`src/rtl/ll_rd_resp_buffer.sv`:
```
// Credit-based read-response buffer for the linked-list RAM read path.
// Requests go straight to a fixed-latency RAM. Returning words are captured
// into a small FIFO and drained in request order on a valid/ready interface.
// A read is issued only while a FIFO slot is reserved for every outstanding
// word, so response backpressure can never overflow the FIFO.
module ll_rd_resp_buffer #(
   parameter int unsigned ADDR_W      = 8,
   parameter int unsigned DATA_W      = 32,
   parameter int unsigned RAM_LATENCY = 2,
   parameter int unsigned FIFO_DEPTH  = 4
) (
   input  logic                            clk_i,
   input  logic                            rst_i,
   // request side
   input  logic [ADDR_W-1:0]               req_addr_i,
   input  logic                            req_valid_i,
   output logic                            req_ready_o,
   // RAM side
   output logic [ADDR_W-1:0]               ram_rd_addr_o,
   output logic                            ram_rd_en_o,
   input  logic [DATA_W-1:0]               ram_rd_data_i,
   input  logic                            ram_rd_data_val_i,
   // response side
   output logic [DATA_W-1:0]               resp_data_o,
   output logic                            resp_valid_o,
   input  logic                            resp_ready_i,
   // status
   output logic [$clog2(FIFO_DEPTH+1)-1:0] used_o,
   output logic                            err_o
);

   localparam int unsigned PtrW = $clog2(FIFO_DEPTH);
   localparam int unsigned CntW = $clog2(FIFO_DEPTH + 1);
   localparam logic [CntW-1:0] DepthC = CntW'(FIFO_DEPTH);

   // Pointers wrap for free only when the depth is a power of two.
   if (RAM_LATENCY < 1 || FIFO_DEPTH < 2 || (FIFO_DEPTH & (FIFO_DEPTH - 1)) != 0) begin : g_bad_param
      $error("ll_rd_resp_buffer: bad RAM_LATENCY or FIFO_DEPTH");
   end

   logic [CntW-1:0]   in_flight_q, in_flight_d;
   logic [CntW-1:0]   fifo_count_q, fifo_count_d;
   logic [PtrW-1:0]   wr_ptr_q, wr_ptr_d;
   logic [PtrW-1:0]   rd_ptr_q, rd_ptr_d;
   logic              err_q, err_d;
   logic [DATA_W-1:0] mem_q [FIFO_DEPTH];

   logic issue;
   logic capture;
   logic pop;
   logic [CntW-1:0] used;

   // Credits and handshakes; ready is derived from registered counts only.
   always_comb begin
      used          = in_flight_q + fifo_count_q;
      req_ready_o   = (used < DepthC);
      ram_rd_addr_o = req_addr_i;
      ram_rd_en_o   = req_valid_i & req_ready_o;
      resp_valid_o  = (fifo_count_q != '0);
      resp_data_o   = mem_q[rd_ptr_q];
      used_o        = used;
      err_o         = err_q;
      issue         = ram_rd_en_o;
      capture       = ram_rd_data_val_i & (in_flight_q != '0);
      pop           = resp_valid_o & resp_ready_i;
   end

   // Next-state for counters, pointers and the sticky error flag.
   always_comb begin
      in_flight_d  = in_flight_q;
      fifo_count_d = fifo_count_q;
      wr_ptr_d     = wr_ptr_q;
      rd_ptr_d     = rd_ptr_q;
      err_d        = err_q;

      case ({issue, capture})
         2'b10:   in_flight_d = in_flight_q + CntW'(1);
         2'b01:   in_flight_d = in_flight_q - CntW'(1);
         default: in_flight_d = in_flight_q;
      endcase

      case ({capture, pop})
         2'b10:   fifo_count_d = fifo_count_q + CntW'(1);
         2'b01:   fifo_count_d = fifo_count_q - CntW'(1);
         default: fifo_count_d = fifo_count_q;
      endcase

      if (capture) begin
         wr_ptr_d = wr_ptr_q + PtrW'(1);
      end
      if (pop) begin
         rd_ptr_d = rd_ptr_q + PtrW'(1);
      end
      // A data strobe with nothing outstanding is dropped and flagged.
      if (ram_rd_data_val_i && (in_flight_q == '0)) begin
         err_d = 1'b1;
      end
   end

   // Control state register.
   always_ff @(posedge clk_i or posedge rst_i) begin
      if (rst_i) begin
         in_flight_q  <= '0;
         fifo_count_q <= '0;
         wr_ptr_q     <= '0;
         rd_ptr_q     <= '0;
         err_q        <= 1'b0;
      end else begin
         in_flight_q  <= in_flight_d;
         fifo_count_q <= fifo_count_d;
         wr_ptr_q     <= wr_ptr_d;
         rd_ptr_q     <= rd_ptr_d;
         err_q        <= err_d;
      end
   end

   // FIFO storage; contents need no reset since reads are gated by the count.
   always_ff @(posedge clk_i) begin
      if (capture) begin
         mem_q[wr_ptr_q] <= ram_rd_data_i;
      end
   end

endmodule

```
`config.mk`:
```
export PLATFORM = sky130hd
export DESIGN_NAME = ll_rd_resp_buffer
export DESIGN_NICKNAME = d
export VERILOG_FILES = /design/src/rtl/ll_rd_resp_buffer.sv
export SDC_FILE = /design/constraint.sdc
export NUM_CORES = 1
export LEC_CHECK = 0
export CORE_ASPECT_RATIO = 0.6
export CORE_MARGIN = 2
export CORE_UTILIZATION = 55
export DETAILED_ROUTE_END_ITERATION = 8
export DONT_BUFFER_PORTS = 1
export PLACE_DENSITY = 0.7
export SLEW_MARGIN = 10
export SYNTH_ARGS = -nofsm -noshare
export SYNTH_HDL_FRONTEND = slang
export SYNTH_SLANG_ARGS = --single-unit
```
`constraint.sdc`:
```
create_clock -name clk_i -period 3.3 [get_ports clk_i]
set_input_delay 0.495 -clock clk_i [delete_from_list [all_inputs] [get_ports clk_i]]
set_output_delay 0.495 -clock clk_i [all_outputs]
set_load 0.02 [all_outputs]
```
; ---- Yosys cells after proc, flatten, opt, wreduce, memory -nomap -nowiden
; Memory sizes are Yosys's and may differ from the RTL's.
; Cells that the tools add are included.
; W data, S select, Z words.
[classes]
shifts = 0
bitwise = 3
div = 0
addsub = 7
n_eq_ne = 4
n_reduce_logical = 6
muxes = 4
mul = 0
n_lt_le_gt_ge = 1
[ops]
columns = op, n
row1 = $pmux W3 S2, 2
row2 = $add A3 B1 Y3 const B, 2
row3 = $reduce_bool A3 Y1, 2
row4 = $sub A3 B1 Y3 const B, 2
row5 = $add A2 B1 Y2 const B, 2
row6 = $eq A2 B1 Y1 const B, 2
row7 = $eq A2 B2 Y1 const B, 2
row8 = $reduce_bool A2 Y1, 2
row9 = $add A3 B3 Y3, 1
row10 = $and A1 B1 Y1, 3
row11 = $logic_not A3 Y1, 1
row12 = $lt A3 B3 Y1 const B, 1
row13 = $mux W1, 2
row14 = $logic_and A1 B1 Y1, 1
[totals]
ff_bits = 11
mem_bits_rw = 128
latch_bits = 0
rom_bits = 0
n_memories = 1
elab_cells = 31
[mem_list]
columns = memory, depth, word_bits, rd, rd_clocked_by_memory_dff, write_ports, line_no
row1 = mem_q, 4, 32, 1, 0, 1, 46  ; logic [DATA_W-1:0] mem_q [FIFO_DEPTH];

; ---- Depth between registers and ports, before layout
[depth]
ltp_word = 5
mapped_depth = 11
ltp_nobuf = 11

; ---- Least setup slack after synthesis
; No wires, ideal clock.
[synth_path]
path_kind = register to register
start = reg in_flight_q[0]
end = reg in_flight_q[2]
slack_ns = 0.657
path_stages_with_launch = 12
setup_ns = 0.125
arrival_time_ns = 2.518
cell_sequence = dfrtp_1 -> ha_1 -> fa_1 -> xor2_1 -> xnor2_1 -> nand2_1 -> ha_1 -> inv_1 -> fa_1 -> xor2_1 -> nor2_1 -> xor2_1
[synth_between]
elab_chain_len = 5
word_cells_on_any_way = 11
classes_between = add/sub (3) / order compare (1) / eq/ne (2) / mux (1) / bitwise (2) / reduce/logical (2)
[synth_lines]
columns = item, line_no
row1 = "start, declared", 41  ; logic [CntW-1:0] in_flight_q, in_flight_d;
row2 = "start signal, assigned", 109  ; in_flight_q <= in_flight_d;
row3 = $add A3 B3 Y3 *, 55  ; used = in_flight_q + fifo_count_q;
row4 = $lt A3 B3 Y1 *, 56  ; req_ready_o = (used < DepthC);
row5 = net req_ready_o, 17  ; output logic req_ready_o,
row6 = $and A1 B1 Y1 *, 58  ; ram_rd_en_o = req_valid_i & req_ready_o;
row7 = $eq A2 B1 Y1 or $eq A2 B2 Y1 (tied branches), 76  ; case ({issue, capture})
row8 = $pmux W3 S2 or $reduce_bool A2 Y1 (tied branches), n/a
; Mark *: on every way through the listed nets, which the timed path passes. The rest lies on a longest branch.
; A chain may end at the register's enable or synchronous reset.

; ---- Worst setup path in the final report
[layout_path]
start = reg in_flight_q[0]
end = out ram_rd_en_o
[layout_between]
elab_chain_len = 3
[layout_lines]
columns = item, line_no
row1 = $add A3 B3 Y3, 55
row2 = $lt A3 B3 Y1, 56
row3 = net req_ready_o, 17
row4 = $and A1 B1 Y1, 58
row5 = "end, declared", 20  ; output logic ram_rd_en_o,
; The timed path passes the listed nets, and every way through them passes these cells.

==> flow_summary.ini <==
[floorplan]
io_pins = 92
initial_utilization_pct = 57.9
core_um2 = 9360
dieArea_um2 = 10700
die_y_um = 80.9
die_x_um = 132
rows = 27

[yosys]
ys_seq_elements = 139
syn-num-nets = 292
synth_top_cell_by_area = edfxtp_1
yosysSeqAreaShare_pct = 76.1
synth_top_cell_area_share_pct = 71.0
synth_top_flop_cell = edfxtp_1
synth_edf_count = 128
synth_area_um2 = 5420
async_reset_ff_share_pct = 7.91
syn_area_per_cell_um2 = 22.8
syn-instance-count = 237
ys_types = 24
synth_area_leaders = edfxtp_1, mux4_2, dfrtp_1
yosysWarnings = 0

[sta]
hold_viol = 0
finalClockSkew_ns = 0.00545
fin_setup_tns_ns = 0
relSlewSlack_pct = 41.0
period_needed_ns = 2.98
fin_crit_sh_pct = 90.4
final-setup-viol-count = 0
rsz0062_at_grt = no
tightest_slew_ns = 0.884
timing.hold.ws_ns = 0.183
drv_slew = 0
setup_ws_ns = 0.318
fmax_mhz = 335

[critical_path]
rr_worst_depth = 11
setup.worst_path.end_class = primary output
start_kind = flop
cp.required_ns = 2.80
r2r_end = in_flight_q[2]
crit_path_max_fanout = 4
startpoint = in_flight_q[0]
reg2reg_from = in_flight_q[0]
cp.arrival_ns = 2.49
critPathKind = reg2out
regToRegSetupSlack_ns = 0.48

[clock_network]
cts_sinks = 139
numCtsBuffers = 17
clk_latency_ns = 0.40
clkTransAtPathRegs_ns = 0.06
clk_path_buf_depth = 2
cts_root_buffer = clkbuf_16
cts_max_level = 4
cts_tree = built

[global_routing]
grt_pass1_wl_um = 13200
grt_overflow = 0
grtUsageTotal_pct = 17.4
grt_max_degree = 33
antenna_found_initial = 0
grt_pass1_vias = 2320

[routing]
wl_um = 8480
dr.first_iter.drc_count = 158
route.detailed.drc = 0
antenna_left = 0
vias = 2177
avgViaCountPerCell = 5.63
drt_pass1_iterations = 4
wire_per_inst_um = 21.9

[placed_design]
place_congestion = 0.718
io_buffers = 0
numPlacedInstances = 354
dp_hpwl_um = 5050
place_ws_ns = 0.469

[min_path]
hp-class = in2reg
hold_path_end = mem_q[0][29]
hold_start = ram_rd_data_i[29]
hold_depth = 0

[finish]
final_cell_mix = edfxtp_1, mux4_2, clkbuf_16
n_antenna_cell = 0
final_common_cell = edfxtp_1
areaGrowthSynthToFinish_pct = 13.1
final_layout_size_suffix_gt1_share_pct = 25.3
layout.nets = 299
final_cell_count_no_fill = 387
fillerInstances = 599
multiInputGateArea_um2 = 1100
regArea_um2 = 4120

[pwr]
ir_drop_mv = 0.496
finalPower_w = 0.00644
power_density_nw_per_um2 = 1050
power_leakage_nw = 2.07

[run]
drv_cap = 0

[run_status]
status = completed
[per-stage QoR]
step	utilization [%]	area, µm²
finish	65.4	6120
CTS	65.4	6120
global placement	58.6	5480
floorplan	-	5420
detailed placement	58.6	5480
global route	65.4	6120
[power breakdown]
part	switching (W)	total (W)	internal, W	leakage [nW]
Combinational	0.00114	0.00185	0.000710	0.479
Clock	0.000659	0.00199	0.00133	0.294
Sequential	0.000240	0.00260	0.00236	1.30
[synthesized netlist by cell type (3+ instances only)]
cell type,n
xor2_1,6
edfxtp_1,128
dfrtp_1,11
buf_2,4
xnor2_1,5
buf_12,3
inv_1,11
and2_1,5
ha_1,7
fa_1,3
buf_4,8
mux4_1,4
mux4_2,28
[what timing repair did]
action,CTS,global route
buffers inserted,0,0
hold buffers,1,0
resized for setup,0,0
endpoints found under the hold margin,11,0
[flip-flops by register name, indices dropped and copies added, names as in the netlist]
register and count:
fifo_count_q 3, err_o 1, mem_q 128, rd_ptr_q 2, in_flight_q 3, wr_ptr_q 2
[kinds of logic after synthesis]
family	synth area share [%]
simple gates	1.27
flops	76.1
compound gates	0.300
buf+inv	3.63
mux	14.2
xor+xnor	1.78
fa+ha+maj	2.73
[layout make-up]
class / instances / share of cell area (%)
Clock inverter: 14 / 3.27
Multi-Input combinational cell: 70 / 18.0
Inverter: 11 / 0.674
Timing Repair Buffer: 5 / 1.06
Sequential cell: 139 / 67.3
Tap cell: 130 / 2.66
Clock buffer: 18 / 7.01
[worst max-delay path, cell delays in order, from the launching register on]
cell and delay [ns]:
dfrtp_1 0.43, ha_1 0.23, fa_1 0.38, xor2_1 0.17, xnor2_1 0.53, and2_1 0.34
[worst max-delay path by stage]
| stage | cells after the start | endpoint | slack (ns) |
|---|---|---|---|
| 5_1_grt | 5 | ram_rd_en_o | 0.21 |
| 3_3_place_gp | 11 | in_flight_q[2] | 0.56 |
| 2_1_floorplan | 11 | in_flight_q[2] | 0.66 |
| 4_1_cts | 5 | ram_rd_en_o | 0.30 |
| 3_5_place_dp | 11 | in_flight_q[2] | 0.47 |
| 6_report | 5 | ram_rd_en_o | 0.32 |
[per-layer routing]
metal	vias to the layer above	GRT usage, %	share of wire [%]
met1	1141	21.2	43
met2	68	26.3	46
met3	13	10.7	9.9
met4	0	5.65	0.98
li1	955	-	-
met5	-	0	0
No activity file was read; power rests on OpenSTA's default activity.
